**config.mk**
```make
export PLATFORM = sky130hd
export DESIGN_NAME = multdiv_issue_ctrl_flat
export DESIGN_NICKNAME = d
export VERILOG_FILES = /design/src/rtl/multdiv_issue_ctrl_pkg.sv /design/src/rtl/multdiv_issue_ctrl_if.sv /design/src/rtl/multdiv_issue_ctrl_md_timeout_counter.sv /design/src/rtl/multdiv_issue_ctrl.sv /design/src/flat_wrapper.sv
export SDC_FILE = /design/constraint.sdc
export NUM_CORES = 1
export LEC_CHECK = 0
export ABC_AREA = 1
export BUFFER_PORTS_ARGS = -buffer_cell sky130_fd_sc_hd__buf_2
export CORE_AREA = 2 2 103 105
export DETAILED_ROUTE_END_ITERATION = 10
export DIE_AREA = 0 0 105 107
export HOLD_SLACK_MARGIN = 0.02
export PLACE_DENSITY = 0.79
export SYNTH_ARGS = -nofsm -noshare
export SYNTH_HDL_FRONTEND = slang
export SYNTH_SLANG_ARGS = --single-unit
```
**constraint.sdc**
```tcl
create_clock -name clock -period 4 [get_ports clock]
set_input_delay 0 -clock clock [delete_from_list [all_inputs] [get_ports clock]]
set_output_delay 0 -clock clock [all_outputs]
set_load 0.01 [all_outputs]
```
**src/rtl/multdiv_issue_ctrl_pkg.sv**
```systemverilog
`default_nettype none
// ============================================================================
// Module   : multdiv_issue_ctrl_pkg
// Purpose  : Shared definitions for the mult/div issue controller.
//            Contains the FSM state encoding, default widths, the rstatus
//            register index and the exception codes.
// Ports    : none (package)
// Revision : 1.0 - initial release
// ============================================================================
package multdiv_issue_ctrl_pkg;

  localparam int DEF_DATA_W        = 32;
  localparam int DEF_REG_W         = 5;
  localparam int DEF_TIMEOUT       = 64;
  localparam int DEF_STATUS_REG    = 30;
  localparam int DEF_MULT_EXC_CODE = 4;
  localparam int DEF_DIV_EXC_CODE  = 5;

  localparam int STATE_W = 2;

  typedef enum logic [STATE_W-1:0] {
    ST_IDLE  = 2'd0,
    ST_START = 2'd1,
    ST_BUSY  = 2'd2,
    ST_DONE  = 2'd3
  } state_t;

endpackage : multdiv_issue_ctrl_pkg
`default_nettype wire

```
**src/rtl/multdiv_issue_ctrl_if.sv**
```systemverilog
`default_nettype none
// ============================================================================
// Module   : multdiv_issue_ctrl_if
// Purpose  : Bundles the execute-stage request, the mult/div unit interface
//            and the writeback handshake of the issue controller.
// Modports : master - the issue controller
//            slave  - the surrounding pipeline / units
// Revision : 1.0 - initial release
// ============================================================================
interface multdiv_issue_ctrl_if #(
  parameter int DATA_W = 32,
  parameter int REG_W  = 5
);

  // execute-stage request
  logic              req_valid;
  logic              req_is_div;
  logic [DATA_W-1:0] req_opA;
  logic [DATA_W-1:0] req_opB;
  logic [REG_W-1:0]  req_rd;
  logic              stall;

  // multicycle unit side
  logic [DATA_W-1:0] unit_operandA;
  logic [DATA_W-1:0] unit_operandB;
  logic              ctrl_mult;
  logic              ctrl_div;
  logic [DATA_W-1:0] unit_result;
  logic              unit_exception;
  logic              unit_resultRDY;

  // writeback side
  logic              res_valid;
  logic              res_ready;
  logic [DATA_W-1:0] res_data;
  logic [REG_W-1:0]  res_rd;
  logic              res_exception;
  logic              timeout_err;

  modport master (
    input  req_valid, req_is_div, req_opA, req_opB, req_rd,
    input  unit_result, unit_exception, unit_resultRDY, res_ready,
    output stall, unit_operandA, unit_operandB, ctrl_mult, ctrl_div,
    output res_valid, res_data, res_rd, res_exception, timeout_err
  );

  modport slave (
    output req_valid, req_is_div, req_opA, req_opB, req_rd,
    output unit_result, unit_exception, unit_resultRDY, res_ready,
    input  stall, unit_operandA, unit_operandB, ctrl_mult, ctrl_div,
    input  res_valid, res_data, res_rd, res_exception, timeout_err
  );

endinterface : multdiv_issue_ctrl_if
`default_nettype wire

```
**src/rtl/multdiv_issue_ctrl_md_timeout_counter.sv**
```systemverilog
`default_nettype none
// ============================================================================
// Module   : md_timeout_counter
// Purpose  : Counts cycles spent waiting on a multicycle unit and flags when
//            the wait reaches TIMEOUT-1.
// Ports    : clock, reset (async, active-high)
//            clear   - synchronous clear to 0 (has priority over enable)
//            enable  - increment by one this cycle
//            expired - count equals TIMEOUT-1
// Revision : 1.0 - initial release
// ============================================================================
module md_timeout_counter #(
  parameter int TIMEOUT = 64
) (
  input  logic clock,
  input  logic reset,
  input  logic clear,
  input  logic enable,
  output logic expired
);

  // TIMEOUT >= 2, so TIMEOUT-1 always fits in $clog2(TIMEOUT) bits
  localparam int CNT_W = $clog2(TIMEOUT);

  logic [CNT_W-1:0] count;

  always_ff @(posedge clock or posedge reset) begin
    if (reset) begin
      count <= '0;
    end else if (clear) begin
      count <= '0;
    end else if (enable) begin
      count <= count + CNT_W'(1);
    end
  end

  assign expired = (count == CNT_W'(TIMEOUT - 1));

endmodule : md_timeout_counter
`default_nettype wire

```
**src/rtl/multdiv_issue_ctrl.sv**
```systemverilog
`default_nettype none
// ============================================================================
// Module   : multdiv_issue_ctrl
// Purpose  : Issue/retire controller between execute and the multicycle
//            mult/div units. Latches a request, pulses a one-cycle start,
//            stalls until the unit is ready (or a timeout expires), then
//            offers the result to writeback with a valid/ready handshake.
//            Unit exceptions and timeouts become an rstatus write.
// Ports    : clock, reset (async, active-high)
//            bus - multdiv_issue_ctrl_if.master (request, unit, writeback)
// Revision : 1.0 - initial release
// ============================================================================
module multdiv_issue_ctrl
  import multdiv_issue_ctrl_pkg::*;
#(
  parameter int DATA_W        = DEF_DATA_W,
  parameter int REG_W         = DEF_REG_W,
  parameter int TIMEOUT       = DEF_TIMEOUT,
  parameter int STATUS_REG    = DEF_STATUS_REG,
  parameter int MULT_EXC_CODE = DEF_MULT_EXC_CODE,
  parameter int DIV_EXC_CODE  = DEF_DIV_EXC_CODE
) (
  input  logic                 clock,
  input  logic                 reset,
  multdiv_issue_ctrl_if.master bus
);

  state_t            state;
  state_t            next_state;

  logic              is_div_q;
  logic [REG_W-1:0]  rd_q;
  logic [DATA_W-1:0] opA_q;
  logic [DATA_W-1:0] opB_q;
  logic [DATA_W-1:0] res_data_q;
  logic [REG_W-1:0]  res_rd_q;
  logic              res_exc_q;
  logic              timeout_q;

  logic              expired;
  logic              cnt_clear;
  logic              cnt_enable;
  logic              stall;
  logic              ctrl_mult;
  logic              ctrl_div;
  logic              res_valid;
  logic [DATA_W-1:0] exc_code;

  md_timeout_counter #(
    .TIMEOUT (TIMEOUT)
  ) u_timeout (
    .clock   (clock),
    .reset   (reset),
    .clear   (cnt_clear),
    .enable  (cnt_enable),
    .expired (expired)
  );

  // State register
  always_ff @(posedge clock or posedge reset) begin
    if (reset) begin
      state <= ST_IDLE;
    end else begin
      state <= next_state;
    end
  end

  // Next-state logic; a ready result beats a simultaneous timeout
  always_comb begin
    next_state = state;
    case (state)
      ST_IDLE:  if (bus.req_valid) next_state = ST_START;
      ST_START: next_state = ST_BUSY;
      ST_BUSY:  if (bus.unit_resultRDY || expired) next_state = ST_DONE;
      ST_DONE:  if (bus.res_ready) next_state = ST_IDLE;
      default:  next_state = ST_IDLE;
    endcase
  end

  // Output logic
  always_comb begin
    stall      = 1'b0;
    ctrl_mult  = 1'b0;
    ctrl_div   = 1'b0;
    res_valid  = 1'b0;
    cnt_clear  = 1'b0;
    cnt_enable = 1'b0;
    case (state)
      ST_IDLE:  stall = bus.req_valid;
      ST_START: begin
        stall     = 1'b1;
        ctrl_mult = ~is_div_q;
        ctrl_div  = is_div_q;
        cnt_clear = 1'b1;
      end
      ST_BUSY: begin
        stall      = 1'b1;
        cnt_enable = 1'b1;
      end
      ST_DONE: begin
        stall     = ~bus.res_ready;
        res_valid = 1'b1;
      end
      default: stall = 1'b0;
    endcase
  end

  assign exc_code = is_div_q ? DATA_W'(DIV_EXC_CODE) : DATA_W'(MULT_EXC_CODE);

  // Request and result latches; operands only change on acceptance
  always_ff @(posedge clock or posedge reset) begin
    if (reset) begin
      is_div_q   <= 1'b0;
      rd_q       <= '0;
      opA_q      <= '0;
      opB_q      <= '0;
      res_data_q <= '0;
      res_rd_q   <= '0;
      res_exc_q  <= 1'b0;
      timeout_q  <= 1'b0;
    end else begin
      if (state == ST_IDLE && bus.req_valid) begin
        is_div_q <= bus.req_is_div;
        rd_q     <= bus.req_rd;
        opA_q    <= bus.req_opA;
        opB_q    <= bus.req_opB;
      end
      if (state == ST_BUSY) begin
        if (bus.unit_resultRDY) begin
          if (bus.unit_exception) begin
            res_data_q <= exc_code;
            res_rd_q   <= REG_W'(STATUS_REG);
            res_exc_q  <= 1'b1;
          end else begin
            res_data_q <= bus.unit_result;
            res_rd_q   <= rd_q;
            res_exc_q  <= 1'b0;
          end
        end else if (expired) begin
          res_data_q <= exc_code;
          res_rd_q   <= REG_W'(STATUS_REG);
          res_exc_q  <= 1'b1;
          timeout_q  <= 1'b1;
        end
      end
    end
  end

  assign bus.stall         = stall;
  assign bus.ctrl_mult     = ctrl_mult;
  assign bus.ctrl_div      = ctrl_div;
  assign bus.unit_operandA = opA_q;
  assign bus.unit_operandB = opB_q;
  assign bus.res_valid     = res_valid;
  assign bus.res_data      = res_data_q;
  assign bus.res_rd        = res_rd_q;
  assign bus.res_exception = res_exc_q;
  assign bus.timeout_err   = timeout_q;

endmodule : multdiv_issue_ctrl
`default_nettype wire

```
**src/flat_wrapper.sv**
```systemverilog
// flat-port wrapper written by rule: the top's interface ports become plain ports
module multdiv_issue_ctrl_flat import multdiv_issue_ctrl_pkg::*;
#(
  parameter int DATA_W        = DEF_DATA_W,
  parameter int REG_W         = DEF_REG_W,
  parameter int TIMEOUT       = DEF_TIMEOUT,
  parameter int STATUS_REG    = DEF_STATUS_REG,
  parameter int MULT_EXC_CODE = DEF_MULT_EXC_CODE,
  parameter int DIV_EXC_CODE  = DEF_DIV_EXC_CODE
)
  (clock, reset, bus_req_valid, bus_req_is_div, bus_req_opA, bus_req_opB, bus_req_rd, bus_unit_result, bus_unit_exception, bus_unit_resultRDY, bus_res_ready, bus_stall, bus_unit_operandA, bus_unit_operandB, bus_ctrl_mult, bus_ctrl_div, bus_res_valid, bus_res_data, bus_res_rd, bus_res_exception, bus_timeout_err);
  multdiv_issue_ctrl_if #(.DATA_W(DATA_W), .REG_W(REG_W)) bus_i ();
  input  logic clock;
  input  logic reset;
  input wire logic [$bits(bus_i.req_valid)-1:0] bus_req_valid;
  input wire logic [$bits(bus_i.req_is_div)-1:0] bus_req_is_div;
  input wire logic [$bits(bus_i.req_opA)-1:0] bus_req_opA;
  input wire logic [$bits(bus_i.req_opB)-1:0] bus_req_opB;
  input wire logic [$bits(bus_i.req_rd)-1:0] bus_req_rd;
  input wire logic [$bits(bus_i.unit_result)-1:0] bus_unit_result;
  input wire logic [$bits(bus_i.unit_exception)-1:0] bus_unit_exception;
  input wire logic [$bits(bus_i.unit_resultRDY)-1:0] bus_unit_resultRDY;
  input wire logic [$bits(bus_i.res_ready)-1:0] bus_res_ready;
  output wire logic [$bits(bus_i.stall)-1:0] bus_stall;
  output wire logic [$bits(bus_i.unit_operandA)-1:0] bus_unit_operandA;
  output wire logic [$bits(bus_i.unit_operandB)-1:0] bus_unit_operandB;
  output wire logic [$bits(bus_i.ctrl_mult)-1:0] bus_ctrl_mult;
  output wire logic [$bits(bus_i.ctrl_div)-1:0] bus_ctrl_div;
  output wire logic [$bits(bus_i.res_valid)-1:0] bus_res_valid;
  output wire logic [$bits(bus_i.res_data)-1:0] bus_res_data;
  output wire logic [$bits(bus_i.res_rd)-1:0] bus_res_rd;
  output wire logic [$bits(bus_i.res_exception)-1:0] bus_res_exception;
  output wire logic [$bits(bus_i.timeout_err)-1:0] bus_timeout_err;
  assign bus_i.req_valid = bus_req_valid;
  assign bus_i.req_is_div = bus_req_is_div;
  assign bus_i.req_opA = bus_req_opA;
  assign bus_i.req_opB = bus_req_opB;
  assign bus_i.req_rd = bus_req_rd;
  assign bus_i.unit_result = bus_unit_result;
  assign bus_i.unit_exception = bus_unit_exception;
  assign bus_i.unit_resultRDY = bus_unit_resultRDY;
  assign bus_i.res_ready = bus_res_ready;
  assign bus_stall = bus_i.stall;
  assign bus_unit_operandA = bus_i.unit_operandA;
  assign bus_unit_operandB = bus_i.unit_operandB;
  assign bus_ctrl_mult = bus_i.ctrl_mult;
  assign bus_ctrl_div = bus_i.ctrl_div;
  assign bus_res_valid = bus_i.res_valid;
  assign bus_res_data = bus_i.res_data;
  assign bus_res_rd = bus_i.res_rd;
  assign bus_res_exception = bus_i.res_exception;
  assign bus_timeout_err = bus_i.timeout_err;
  multdiv_issue_ctrl #(.DATA_W(DATA_W), .REG_W(REG_W), .TIMEOUT(TIMEOUT), .STATUS_REG(STATUS_REG), .MULT_EXC_CODE(MULT_EXC_CODE), .DIV_EXC_CODE(DIV_EXC_CODE)) u_core (.clock(clock), .reset(reset), .bus(bus_i));
endmodule
```
==> out/summary.json, run 1 <==
{
  "setup_path": {
    "worst_path_class_setup": "reg2reg",
    "rr_worst_depth": 5,
    "crit_path_max_fanout": 45,
    "cp_data_required_time_ps": 4370,
    "endpoint_kind": "flip-flop",
    "setup.worst_path.start_class": "flip-flop",
    "timing.critical_path.arrival_ps": 2870
  },
  "clock_tree": {
    "max_h_tree_level": 4,
    "clock_tree.root_cell": "clkbuf_8",
    "numCtsBuffers": 17,
    "post_cts.repair.setup_buffers": 0,
    "tritoncts_clock_tree": "built",
    "clk-insertion-delay-late_ps": 490,
    "cts_repair_resize_count": 0,
    "cts_num_sinks": 117,
    "clkSlewWorstSetupHoldPaths_ps": 60,
    "cts.path.max_buffers": 2,
    "cts_hold_repair_buffers": 110
  },
  "global_routing": {
    "grt_overflow_total": 0,
    "globalRouteTotalUtil": 0.255,
    "first_global_vias": 4548,
    "grt_max_degree": 83,
    "grt_pass1_wl_mm": 22.2,
    "grt_antenna_before_repair": 1
  },
  "timing": {
    "actual_transition_at_the_worst_max_transition_pin_ps": 1210,
    "setup-tns-final_ps": 0,
    "final.setup_skew_ps": 6.52,
    "layout_setup_ws_ps": 1500,
    "holdWs_ps": 243,
    "report.final.slew_viol_count": 0,
    "layout_worst_path_cycle_share": 0.624,
    "timing.slew.headroom": 0.193,
    "timing.final.hold_violations": 0,
    "rsz0062_at_grt": "false",
    "min_cycle_time_layout_ps": 2500,
    "maxClockFrequency_ghz": 0.400,
    "report.final.setup_viol": 0
  },
  "pwr": {
    "vdd.ir_drop.worst_mv": 0.426,
    "p_per_area_nw_per_um2": 746,
    "p_leak_nw": 3.96
  },
  "synthesis": {
    "mapped_cell_area_um2": 4670,
    "synth_top_cell_area_share": 0.628,
    "synth.net_count": 517,
    "synth_cell_types": 19,
    "synthesis.area_per_instance_um2": 11.6,
    "postSynthCellCount": 403,
    "synthTopCellsByArea": "dfrtp_1, mux2_2, nand2_1",
    "yosysSeqAreaShare": 0.628,
    "synthesis.yosys.warnings": 0,
    "synth_area_leader_cell": "dfrtp_1",
    "synth_seq_cells": 117
  },
  "final_layout": {
    "layout_area_growth_over_synthesis_pct": 62.2,
    "ff_latch_area_um2": 2930,
    "multi_input_area_um2": 1570,
    "fill_cells": 665,
    "finish.net_count": 845,
    "final_core_utilization": 0.750,
    "drive_above_1_share": 0.434
  },
  "floorplanning": {
    "placementRows": 37,
    "die_width_um": 105,
    "fp.coreArea_um2": 10100,
    "initial_core_util": 0.462,
    "ios": 215,
    "dieHeight_um": 107,
    "floorplan.die_area_um2": 11200
  },
  "placed_design": {
    "place_worst_setup_slack_ps": 1530,
    "io_buffer_count": 214,
    "gp_congestion": 0.808,
    "dp_hpwl_mm": 7.98
  },
  "outcome": {
    "run_status": "finished, final reports clean"
  },
  "route": {
    "dr.first_iter.drc_count": 244,
    "wl_mm": 13.6,
    "antenna_violating_nets_post_route": 0,
    "drt_first_pass_iters": 5,
    "avgRoutedWirePerCell_um": 15.5,
    "routed-via-count": 4184,
    "routed_via_density": 4.75,
    "drc": 0
  },
  "min_path": {
    "min_path_cells": 4,
    "type_of_the_most_critical_hold_path": "in2reg"
  },
  "flow_run": {
    "max-cap-violations": 0
  }
}
==> layout make-up <==
cell class                      count  area share
Inverter                           20      0.0103
Multi-Input combinational cell    249       0.207
Timing Repair Buffer              326       0.289
Tap cell                          136      0.0225
Clock inverter                     14      0.0274
Antenna cell                        1    0.000331
Clock buffer                       18      0.0565
Sequential cell                   117       0.387
==> layout by cell type (no fill, tap or decap), types with 8 or more instances in the layout <==
| cell type | Yosys | layout |
|---|---|---|
| mux2_2 | 67 | 67 |
| dlygate4sd3_1 | 0 | 110 |
| nand2_1 | 127 | 126 |
| inv_1 | 20 | 19 |
| a21oi_1 | 8 | 8 |
| buf_2 | 12 | 214 |
| dfrtp_1 | 117 | 117 |
| nand3_1 | 16 | 16 |
| nor2_1 | 12 | 11 |
| clkbuf_16 | 0 | 16 |
==> critical path, cell delays in order, from the launching register on <==
cell and delay [ps]:
dfrtp_1 410, inv_1 100, ha_1 220, nand2_2 720, buf_4 490, mux2_2 390
==> cells by family (layout without fill, tap and decap cells) <==
| logic type | Yosys count | count (layout) | synth area share |
|---|---|---|---|
| DFF | 117 | 117 | 0.628 |
| AOI/OAI and AO/OA | 14 | 14 | 0.0185 |
| and+or+nand+nor | 162 | 162 | 0.138 |
| other | 0 | 1 | 0 |
| adders and majority gates | 6 | 6 | 0.0161 |
| buffers and inverters | 37 | 378 | 0.0378 |
| muxes | 67 | 67 | 0.162 |
==> Yosys cell counts <==
cell,n
nor3_1,3
o21ai_0,3
nand2_2,1
mux2_2,67
nor2_1,12
or2_2,2
nand2_1,127
a21oi_1,8
a21o_1,1
a22oi_1,1
clkbuf_1,2
buf_6,3
nand3_1,16
inv_1,20
nand3_2,1
buf_2,12
dfrtp_1,117
o21ai_4,1
ha_1,6
==> routing by layer <==
layer	GRT usage	vias to the layer above	routed length, um
li1	-	1964	-
met1	0.273	2036	5040
met2	0.469	162	7480
met3	0.0760	22	807
met4	0.101	0	298
met5	0	-	0
==> flip-flops by register name (all words and copies together), names as in the netlist <==
signal and flops:
u_core.state 2, u_core.u_timeout.count 6, u_core.is_div_q 1, u_core.bus.unit_operandA 32, u_core.bus.res_rd 5, u_core.bus.timeout_err 1, u_core.bus.unit_operandB 32, u_core.bus.res_data 32
u_core.bus.res_exception 1, u_core.rd_q 5
==> worst paths after layout <==
| path | from | to | slack [ps] |
|---|---|---|---|
| max | u_core.state[1]$_DFFE_PP0P_ | u_core.bus.unit_operandA[23]$_DFFE_PP0P_ | 1500 |
| min | bus_unit_result[6] | u_core.bus.res_data[6]$_DFFE_PP0P_ | 240 |
| max reg2reg | u_core.state[1]$_DFFE_PP0P_ | u_core.bus.unit_operandA[23]$_DFFE_PP0P_ | 1500 |
| min reg2reg | u_core.bus.res_data[6]$_DFFE_PP0P_ | u_core.bus.res_data[6]$_DFFE_PP0P_ | 470 |
| max in group asynchronous | reset | u_core.u_timeout.count[1]$_DFFE_PP0P_ | 2630 |
| min in group asynchronous | reset | u_core.bus.unit_operandB[12]$_DFFE_PP0P_ | 310 |
==> stage by stage <==
step / std cells / total power [mW] / area [um^2]
after floorplan: 403 / 3.13 / 4670
after global placement: 738 / 3.80 / 5830
after detailed placement: 738 / 3.90 / 5830
after CTS: 880 / 5.64 / 7560
after global routing: 881 / 5.98 / 7570
final: 881 / 5.64 / 7570
==> power by group <==
part           internal, mW  switching (mW)  total (mW)  leakage, nW
Sequential             1.73           0.318        2.05         1.43
Clock                  1.09           0.524        1.61        0.310
Combinational         0.963            1.02        1.99         2.22
(Power assumes the default switching activity.)
==> run 2, diff against run 1 <==
ABC_AREA = 0   (was 1)
PLACE_DENSITY = 0.78   (was 0.79)
clock period = 2.4 ns   (was 4 ns; I/O delays follow)
==> run 2 against run 1 <==
  * Maximum frequency up 30%
  * Combinational power up 74%
  * Core utilization down 1.2 points
  * Critical path depth unchanged
  * Count of clock-buffer cells in the layout up 5
  * Die area unchanged
  * First-iteration DRC count shrank 11%
  * Critical path type unchanged
==> out/summary.json, run 2 <==
{
  "timing": {
    "holdWs": {"value": 96.7, "unit": "ps", "change": "was 243 ps"},
    "actual_transition_at_the_worst_max_transition_pin": {"value": 790, "unit": "ps", "change": "was 1210 ps"},
    "rsz0062_at_grt": {"value": "false", "change": "unchanged"},
    "timing.final.hold_violations": {"value": 0, "change": "unchanged"},
    "timing.slew.headroom": {"value": 0.472, "change": "was 0.193"},
    "maxClockFrequency": {"value": 0.522, "unit": "GHz", "change": "was 0.400 GHz"},
    "report.final.setup_viol": {"value": 0, "change": "unchanged"},
    "setup-tns-final": {"value": 0, "unit": "ps", "change": "unchanged"},
    "layout_worst_path_cycle_share": {"value": 0.798, "change": "was 0.624"},
    "min_cycle_time_layout": {"value": 1920, "unit": "ps", "change": "was 2500 ps"},
    "final.setup_skew": {"value": 8.39, "unit": "ps", "change": "was 6.52 ps"},
    "report.final.slew_viol_count": {"value": 0, "change": "unchanged"}
  },
  "flow_run": {
    "max-cap-violations": {"value": 0, "change": "unchanged"}
  },
  "global_routing": {
    "grtUsageMet1": {"value": 0.283, "change": "was 0.273"},
    "grt_most_used_layer": {"value": "met2", "change": "unchanged"},
    "grt_antenna_before_repair": {"value": 0, "change": "was 1"},
    "grt_pass1_wl": {"value": 21.4, "unit": "mm", "change": "was 22.2 mm"},
    "use_met2": {"value": 0.433, "change": "was 0.469"},
    "grt_overflow_total": {"value": 0, "change": "unchanged"},
    "gr-usage-met3": {"value": 0.0821, "change": "was 0.0760"},
    "globalRouteTotalUtil": {"value": 0.247, "change": "was 0.255"},
    "first_global_vias": {"value": 4169, "change": "was 4548"},
    "grt_max_degree": {"value": 71, "change": "was 83"}
  },
  "placed_design": {
    "gp_congestion": {"value": 0.733, "change": "was 0.808"},
    "io_buffer_count": {"value": 214, "change": "unchanged"},
    "count_of_placed_standard_cells_including_taps": {"value": 636, "change": "was 738"},
    "placement.cell_area": {"value": 5760, "unit": "um^2", "change": "was 5830 um^2"},
    "dp_hpwl": {"value": 7.46, "unit": "mm", "change": "was 7.98 mm"}
  },
  "route": {
    "antenna_violating_nets_post_route": {"value": 0, "change": "unchanged"},
    "avgRoutedWirePerCell": {"value": 17.4, "unit": "um", "change": "was 15.5 um"},
    "drt_first_pass_iters": {"value": 4, "change": "was 5"},
    "routed-via-count": {"value": 3806, "change": "was 4184"},
    "dr.first_iter.drc_count": {"value": 216, "change": "was 244"},
    "wl": {"value": 13.5, "unit": "mm", "change": "was 13.6 mm"},
    "routed_via_density": {"value": 4.91, "change": "was 4.75"},
    "drc": {"value": 0, "change": "unchanged"}
  },
  "pwr": {
    "p_leak": {"value": 3.70, "unit": "nW", "change": "was 3.96 nW"},
    "vdd.ir_drop.worst": {"value": 0.730, "unit": "mV", "change": "was 0.426 mV"},
    "netSwitchingPower": {"value": 3.05, "unit": "mW", "change": "was 1.86 mW"},
    "clkPwrFrac": {"value": 0.274, "change": "was 0.285"},
    "power_report.internal_total": {"value": 6.49, "unit": "mW", "change": "was 3.78 mW"},
    "power": {"value": 9.53, "unit": "mW", "change": "was 5.64 mW"},
    "pwr-share-comb": {"value": 0.363, "change": "was 0.352"},
    "relative_contribution_of_sequential_cells_to_total_power": {"value": 0.363, "change": "about the same"},
    "sw_frac_of_total": {"value": 0.320, "change": "was 0.330"},
    "p_per_area": {"value": 1280, "unit": "nW/um^2", "change": "was 746 nW/um^2"}
  },
  "synthesis": {
    "synth_seq_cells": {"value": 117, "change": "unchanged"},
    "synth_area_leader_cell": {"value": "dfrtp_1", "change": "unchanged"},
    "synth_most_common_cell": {"value": "dfrtp_1", "change": "was nand2_1"},
    "synth-edff-count": {"value": 0, "change": "unchanged"},
    "synth.net_count": {"value": 410, "change": "was 517"},
    "synth_top_cell_area_share": {"value": 0.647, "change": "was 0.628"},
    "synthTopCellsByArea": {"value": "dfrtp_1, mux2_2, a22o_1", "change": "was dfrtp_1, mux2_2, nand2_1"},
    "postSynthCellCount": {"value": 296, "change": "was 403"},
    "post_synth_most_frequent_cells": {"value": "dfrtp_1, mux2_2, a22o_1", "change": "was nand2_1, dfrtp_1, mux2_2"},
    "synthesis.yosys.warnings": {"value": 0, "change": "unchanged"},
    "synth_cell_types": {"value": 36, "change": "was 19"},
    "mapped_cell_area": {"value": 4530, "unit": "um^2", "change": "was 4670 um^2"},
    "yosysSeqAreaShare": {"value": 0.647, "change": "was 0.628"},
    "ys_dominant_reg_cell": {"value": "dfrtp_1", "change": "unchanged"},
    "synthesis.area_per_instance": {"value": 15.3, "unit": "um^2", "change": "was 11.6 um^2"},
    "synthArstFlopShare": {"value": 1.00, "change": "unchanged"}
  },
  "clock_tree": {
    "post_cts.repair.setup_buffers": {"value": 0, "change": "unchanged"},
    "numCtsBuffers": {"value": 17, "change": "unchanged"},
    "max_h_tree_level": {"value": 4, "change": "unchanged"},
    "tritoncts_clock_tree": {"value": "built", "change": "unchanged"},
    "clock_tree.root_cell": {"value": "clkbuf_8", "change": "unchanged"},
    "clkSlewWorstSetupHoldPaths": {"value": 50, "unit": "ps", "change": "was 60 ps"},
    "cts.path.max_buffers": {"value": 2, "change": "unchanged"},
    "cts_num_sinks": {"value": 117, "change": "unchanged"},
    "clk-insertion-delay-late": {"value": 510, "unit": "ps", "change": "was 490 ps"}
  },
  "floorplanning": {
    "ios": {"value": 215, "change": "unchanged"},
    "dieHeight": {"value": 107, "unit": "um", "change": "unchanged"},
    "fp.coreArea": {"value": 10100, "unit": "um^2", "change": "unchanged"},
    "die_width": {"value": 105, "unit": "um", "change": "unchanged"},
    "floorplan.die_area": {"value": 11200, "unit": "um^2", "change": "unchanged"},
    "initial_core_util": {"value": 0.449, "change": "was 0.462"},
    "placementRows": {"value": 37, "change": "unchanged"}
  },
  "setup_path": {
    "timing.critical_path.slowest_stage_cell": {"value": "dlygate4sd3_1", "change": "was nand2_2"},
    "cp_data_required_time": {"value": 2780, "unit": "ps", "change": "was 4370 ps"},
    "crit_path_max_fanout": {"value": 4, "change": "was 45"},
    "rr_worst_depth": {"value": 5, "change": "unchanged"},
    "endpoint_kind": {"value": "flip-flop", "change": "unchanged"},
    "crit_path_cell_trace": {"value": "inv_1 > ha_1 > a22o_1 > dlygate4sd3_1 > o32a_1", "change": "was inv_1 > ha_1 > nand2_2 > buf_4 > mux2_2"},
    "reg2reg_from": {"value": "u_core.state[1]$_DFFE_PP0P_", "change": "unchanged"},
    "timing.critical_path.arrival": {"value": 2300, "unit": "ps", "change": "was 2870 ps"},
    "worst_path_class_setup": {"value": "reg2reg", "change": "unchanged"},
    "regToRegSetupSlack": {"value": 480, "unit": "ps", "change": "was 1500 ps"},
    "critical_path.reg2reg.endpoint": {"value": "u_core.state[0]$_DFFE_PP0P_", "change": "was u_core.bus.unit_operandA[23]$_DFFE_PP0P_"},
    "setup.worst_path.start_class": {"value": "flip-flop", "change": "unchanged"},
    "crit_path_max_incr_delay": {"value": 570, "unit": "ps", "change": "was 720 ps"},
    "worst-path-buf-inv": {"value": 2, "change": "unchanged"},
    "worst_path_dominant_cell_family": {"value": "buffers and inverters", "change": "was simple AND/OR/NAND/NOR gates"}
  },
  "min_path": {
    "type_of_the_most_critical_hold_path": {"value": "in2reg", "change": "unchanged"},
    "endpoint_with_the_worst_hold_slack": {"value": "u_core.state[0]$_DFFE_PP0P_", "change": "was u_core.bus.res_data[6]$_DFFE_PP0P_"},
    "min_path_cells": {"value": 5, "change": "was 4"},
    "hp-start": {"value": "bus_req_valid", "change": "was bus_unit_result[6]"}
  },
  "final_layout": {
    "ant_cells": {"value": 0, "change": "was 1"},
    "ff_latch_area": {"value": 2930, "unit": "um^2", "change": "unchanged"},
    "multi_input_area": {"value": 1480, "unit": "um^2", "change": "was 1570 um^2"},
    "layout_common_cells": {"value": "buf_2, dfrtp_1, dlygate4sd3_1", "change": "was buf_2, nand2_1, dfrtp_1"},
    "layout_commonest_cell": {"value": "buf_2", "change": "unchanged"},
    "layout_area_growth_over_synthesis": {"value": 64.4, "unit": "%", "change": "was 62.2%"},
    "layout.cells.non_filler": {"value": 775, "change": "was 881"},
    "fill_cells": {"value": 651, "change": "was 665"},
    "finish.net_count": {"value": 740, "change": "was 845"},
    "drive_above_1_share": {"value": 0.512, "change": "was 0.434"},
    "stdcell_area": {"value": 7440, "unit": "um^2", "change": "was 7570 um^2"}
  },
  "outcome": {
    "run_status": {"value": "finished, final reports clean", "change": "unchanged"}
  }
}
==> run 2: cell type report <==
class | count | area share
clock buffer | 23 | 0.0627
clock inverter | 9 | 0.0200
inverter | 9 | 0.00504
multi-input combinational | 156 | 0.199
sequential | 117 | 0.393
tap | 136 | 0.0229
timing repair buffer | 325 | 0.297
==> run 2: worst max-delay path by stage <==
stage / startpoint / end / slack [ps] / cells past startpoint
global placement: u_core.state[0]$_DFFE_PP0P_ / u_core.state[1]$_DFFE_PP0P_ / 720 / 6
finish: u_core.state[1]$_DFFE_PP0P_ / u_core.state[0]$_DFFE_PP0P_ / 480 / 5
floorplan: u_core.state[0]$_DFFE_PP0P_ / u_core.state[1]$_DFFE_PP0P_ / 760 / 6
detailed placement: u_core.state[0]$_DFFE_PP0P_ / u_core.state[1]$_DFFE_PP0P_ / 660 / 6
CTS: u_core.state[1]$_DFFE_PP0P_ / u_core.state[0]$_DFFE_PP0P_ / 490 / 5
global route: u_core.state[1]$_DFFE_PP0P_ / bus_stall / 370 / 5
==> run 2: power by group through the flow <==
stage               sequential [mW]  clock, mW  combinational, mW
global route                   3.56       2.78               3.71
detailed placement             3.43          0               3.26
floorplan                      3.78          0               1.60
CTS                            3.41       2.66               3.43
global placement               3.37          0               3.16
finish                         3.46       2.61               3.46
==> run 2: repair_timing <==
action,in CTS,in global routing
endpoints found under the hold margin,136,0
hold buffers,107,0
resized for setup,0,0
==> run 2: logic make-up after synthesis <==
| group | count (synthesis) | synth area share |
|---|---|---|
| flip-flops | 117 | 0.647 |
| AO/OA/AOI/OAI | 53 | 0.0970 |
| multiplexers | 73 | 0.182 |
| AND/OR/NAND/NOR | 22 | 0.0271 |
| adder cells (fa/ha/maj) | 6 | 0.0166 |
| buffers and inverters | 23 | 0.0268 |
| XOR/XNOR | 2 | 0.00387 |
==> run 2: worst reg2reg max path: cells and delay by family (launching register included) <==
| kind | cells | cell delay, ps |
|---|---|---|
| adders and majority gates | 1 | 210 |
| DFF | 1 | 400 |
| buffers and inverters | 2 | 670 |
| AOI/OAI and AO/OA | 2 | 520 |
==> run 2: stage by stage <==
step                setup slack [ps]   util
floorplan                        765      -
global placement                 718  0.571
detailed placement               662  0.571
CTS                              491  0.738
global route                     368  0.738
finish                           484  0.738
==> run 2: metal layers <==
metal  up-vias  wire length, um
met5         -                0
met1      1872             5390
met4         0              236
li1       1736                -
met2       180             6980
met3        18              906
==> run 3, diff against run 2 <==
ABC_AREA = 1   (was 0)
PLACE_DENSITY = 0.79   (was 0.78)
clock period = 1.85 ns   (was 2.4 ns; I/O delays follow)
==> run 3 against run 2 <==
  * Design area increased by 2.6%
  * Final cell count grew 14%
  * Hold slack lost 38 ps
  * Total power increased by 26%
  * Sequential power rose by 27%
==> out/summary.json, run 3 (synthesized netlist as in run 1, its figures left out) <==
{
  "floorplanning": {
    "dieHeight": {"value": 107, "unit": "um", "change": "unchanged"},
    "placementRows": {"value": 37, "change": "unchanged"},
    "floorplan.die_area": {"value": 11200, "unit": "um^2", "change": "unchanged"},
    "die_width": {"value": 105, "unit": "um", "change": "unchanged"},
    "ios": {"value": 215, "change": "unchanged"},
    "initial_core_util": {"value": 0.462, "change": "was 0.449"},
    "fp.coreArea": {"value": 10100, "unit": "um^2", "change": "unchanged"}
  },
  "clock_tree": {
    "clkSlewWorstSetupHoldPaths": {"value": 60, "unit": "ps", "change": "was 50 ps"},
    "numCtsBuffers": {"value": 17, "change": "unchanged"},
    "clock_tree.root_cell": {"value": "clkbuf_8", "change": "unchanged"},
    "cts.path.max_buffers": {"value": 2, "change": "unchanged"},
    "post_cts.repair.setup_buffers": {"value": 0, "change": "unchanged"},
    "cts_num_sinks": {"value": 117, "change": "unchanged"},
    "max_h_tree_level": {"value": 4, "change": "unchanged"},
    "tritoncts_clock_tree": {"value": "built", "change": "unchanged"},
    "clk-insertion-delay-late": {"value": 510, "unit": "ps", "change": "about the same"}
  },
  "placed_design": {
    "dp_hpwl": {"value": 8.05, "unit": "mm", "change": "was 7.46 mm"},
    "io_buffer_count": {"value": 214, "change": "unchanged"},
    "count_of_placed_standard_cells_including_taps": {"value": 743, "change": "was 636"},
    "placement.cell_area": {"value": 5920, "unit": "um^2", "change": "was 5760 um^2"},
    "gp_congestion": {"value": 0.771, "change": "was 0.733"}
  },
  "setup_path": {
    "endpoint_kind": {"value": "flip-flop", "change": "unchanged"},
    "setup.worst_path.start_class": {"value": "flip-flop", "change": "unchanged"},
    "rr_worst_depth": {"value": 6, "change": "was 5"},
    "worst-path-buf-inv": {"value": 3, "change": "was 2"},
    "timing.critical_path.slowest_stage_cell": {"value": "dlygate4sd3_1", "change": "unchanged"},
    "critical_path.reg2reg.endpoint": {"value": "u_core.bus.res_data[2]$_DFFE_PP0P_", "change": "was u_core.state[0]$_DFFE_PP0P_"},
    "reg2reg_from": {"value": "u_core.state[0]$_DFFE_PP0P_", "change": "was u_core.state[1]$_DFFE_PP0P_"},
    "cp_data_required_time": {"value": 2280, "unit": "ps", "change": "was 2780 ps"},
    "regToRegSetupSlack": {"value": 70, "unit": "ps", "change": "was 480 ps"},
    "crit_path_max_fanout": {"value": 7, "change": "was 4"},
    "worst_path_class_setup": {"value": "reg2reg", "change": "unchanged"},
    "timing.critical_path.arrival": {"value": 2210, "unit": "ps", "change": "was 2300 ps"},
    "worst_path_dominant_cell_family": {"value": "buffers and inverters", "change": "unchanged"},
    "crit_path_cell_trace": {"value": "inv_1 > ha_2 > buf_4 > nand3_1 > dlygate4sd3_1 > nand2_1", "change": "was inv_1 > ha_1 > a22o_1 > dlygate4sd3_1 > o32a_1"},
    "crit_path_max_incr_delay": {"value": 560, "unit": "ps", "change": "was 570 ps"}
  },
  "route": {
    "antenna_violating_nets_post_route": {"value": 0, "change": "unchanged"},
    "drt_first_pass_iters": {"value": 4, "change": "unchanged"},
    "dr.first_iter.drc_count": {"value": 352, "change": "was 216"},
    "avgRoutedWirePerCell": {"value": 15.1, "unit": "um", "change": "was 17.4 um"},
    "wl": {"value": 13.4, "unit": "mm", "change": "was 13.5 mm"},
    "routed_via_density": {"value": 4.81, "change": "was 4.91"},
    "drc": {"value": 0, "change": "unchanged"},
    "routed-via-count": {"value": 4264, "change": "was 3806"}
  },
  "timing": {
    "actual_transition_at_the_worst_max_transition_pin": {"value": 689, "unit": "ps", "change": "was 790 ps"},
    "rsz0062_at_grt": {"value": "true", "change": "was false"},
    "layout_worst_path_cycle_share": {"value": 0.960, "change": "was 0.798"},
    "report.final.slew_viol_count": {"value": 0, "change": "unchanged"},
    "maxClockFrequency": {"value": 0.563, "unit": "GHz", "change": "was 0.522 GHz"},
    "timing.slew.headroom": {"value": 0.540, "change": "was 0.472"},
    "report.final.setup_viol": {"value": 0, "change": "unchanged"},
    "final.setup_skew": {"value": 15.6, "unit": "ps", "change": "was 8.39 ps"},
    "min_cycle_time_layout": {"value": 1780, "unit": "ps", "change": "was 1920 ps"},
    "timing.final.hold_violations": {"value": 0, "change": "unchanged"}
  },
  "pwr": {
    "power": {"value": 12.0, "unit": "mW", "change": "was 9.53 mW"},
    "p_leak": {"value": 3.97, "unit": "nW", "change": "was 3.70 nW"},
    "p_per_area": {"value": 1570, "unit": "nW/um^2", "change": "was 1280 nW/um^2"},
    "vdd.ir_drop.worst": {"value": 0.847, "unit": "mV", "change": "was 0.730 mV"}
  },
  "global_routing": {
    "grt_antenna_before_repair": {"value": 0, "change": "unchanged"},
    "use_met2": {"value": 0.453, "change": "was 0.433"},
    "grt_pass1_wl": {"value": 22.0, "unit": "mm", "change": "was 21.4 mm"},
    "grtUsageMet1": {"value": 0.270, "change": "was 0.283"},
    "globalRouteTotalUtil": {"value": 0.252, "change": "was 0.247"},
    "first_global_vias": {"value": 4592, "change": "was 4169"},
    "gr-usage-met3": {"value": 0.0821, "change": "unchanged"},
    "grt_most_used_layer": {"value": "met2", "change": "unchanged"},
    "grt_overflow_total": {"value": 0, "change": "unchanged"},
    "grt_max_degree": {"value": 60, "change": "was 71"}
  },
  "flow_run": {
    "max-cap-violations": {"value": 0, "change": "unchanged"}
  },
  "min_path": {
    "type_of_the_most_critical_hold_path": {"value": "in2reg", "change": "unchanged"},
    "min_path_cells": {"value": 5, "change": "unchanged"},
    "endpoint_with_the_worst_hold_slack": {"value": "u_core.rd_q[3]$_DFFE_PP0P_", "change": "was u_core.state[0]$_DFFE_PP0P_"},
    "hp-start": {"value": "bus_req_valid", "change": "unchanged"}
  },
  "final_layout": {
    "layout.cells.non_filler": {"value": 887, "change": "was 775"},
    "drive_above_1_share": {"value": 0.441, "change": "was 0.512"},
    "layout_commonest_cell": {"value": "buf_2", "change": "unchanged"},
    "layout_area_growth_over_synthesis": {"value": 63.7, "unit": "%", "change": "was 64.4%"},
    "layout_common_cells": {"value": "buf_2, nand2_1, dfrtp_1", "change": "was buf_2, dfrtp_1, dlygate4sd3_1"},
    "stdcell_area": {"value": 7640, "unit": "um^2", "change": "was 7440 um^2"},
    "ant_cells": {"value": 0, "change": "unchanged"},
    "finish.net_count": {"value": 852, "change": "was 740"}
  },
  "outcome": {
    "run_status": {"value": "finished, final reports clean", "change": "unchanged"}
  }
}
[run 3: cell types whose count changed in the layout (fill, tap and decap cells not counted), moves of 5 or more]
cell,previous run,this run
a22o_1,32,0
clkinvlp_4,1,7
dlygate4sd3_1,107,112
inv_1,7,18
nand2_1,4,126
nand3_1,2,16
nor2_1,4,11
o22a_1,5,0
[run 3: worst max-delay path by stage]
stage / end / startpoint / cells past startpoint / slack [ps]
finish: u_core.bus.res_data[2]$_DFFE_PP0P_ / u_core.state[0]$_DFFE_PP0P_ / 6 / 70
global route: u_core.bus.res_data[0]$_DFFE_PP0P_ / u_core.state[0]$_DFFE_PP0P_ / 6 / -20
CTS: bus_stall / u_core.state[1]$_DFFE_PP0P_ / 5 / 50
detailed placement: u_core.bus.res_data[10]$_DFFE_PP0P_ / u_core.u_timeout.count[0]$_DFFE_PP0P_ / 7 / 300
global placement: u_core.bus.unit_operandA[26]$_DFFE_PP0P_ / u_core.state[0]$_DFFE_PP0P_ / 5 / 320
floorplan: u_core.bus.unit_operandA[0]$_DFFE_PP0P_ / u_core.state[0]$_DFFE_PP0P_ / 5 / 310
[run 3: metal layers]
layer  up-vias  share of wire
met4         0          0.022
met5         -              0
met1      2070           0.37
met3        28          0.071
met2       193           0.54
li1       1973              -
[run 3: worst register-to-register path: cells and delay by family, from the launching register on]
| kind | cells | cell delay [ps] |
|---|---|---|
| adder cells (fa/ha/maj) | 1 | 280 |
| buffers and inverters | 3 | 890 |
| AND/OR/NAND/NOR | 2 | 140 |
| flip-flops | 1 | 400 |
[run 3: where the power goes]
part           switching, mW  leakage (nW)  total (mW)  internal [mW]
clock network           1.14         0.271        3.15           2.01
logic                   2.25          2.27        4.44           2.19
registers              0.673          1.43        4.41           3.74
[run 3: area by class of cell]
| class | instances | area [um^2] |
|---|---|---|
| flip-flops and latches | 117 | 2930 |
| clock inverters | 12 | 129 |
| repair buffers | 333 | 2290 |
| multi-input cells | 249 | 1580 |
| fillers | 618 | 2450 |
| well taps | 136 | 170 |
| inverters | 20 | 78.8 |
| clock buffers | 20 | 455 |
[run 3: timing repair]
item,4_1_cts,5_1_grt
pin swaps,0,0
endpoints found under the setup margin,1,3
hold buffers,112,0
endpoints found under the hold margin,227,0
resized for setup,1,3
[run 3: stage by stage]
stage / util / hold slack (ps) / setup TNS (ps) / worst slack [ps]
global placement: 0.586 / -96.6 / 0 / 325
global route: 0.757 / 83.7 / -31.7 / -19.3
CTS: 0.756 / 40.5 / 0 / 48.1
floorplan: - / 117 / 0 / 314
finish: 0.757 / 58.2 / 0 / 73.9
detailed placement: 0.586 / -92.2 / 0 / 301
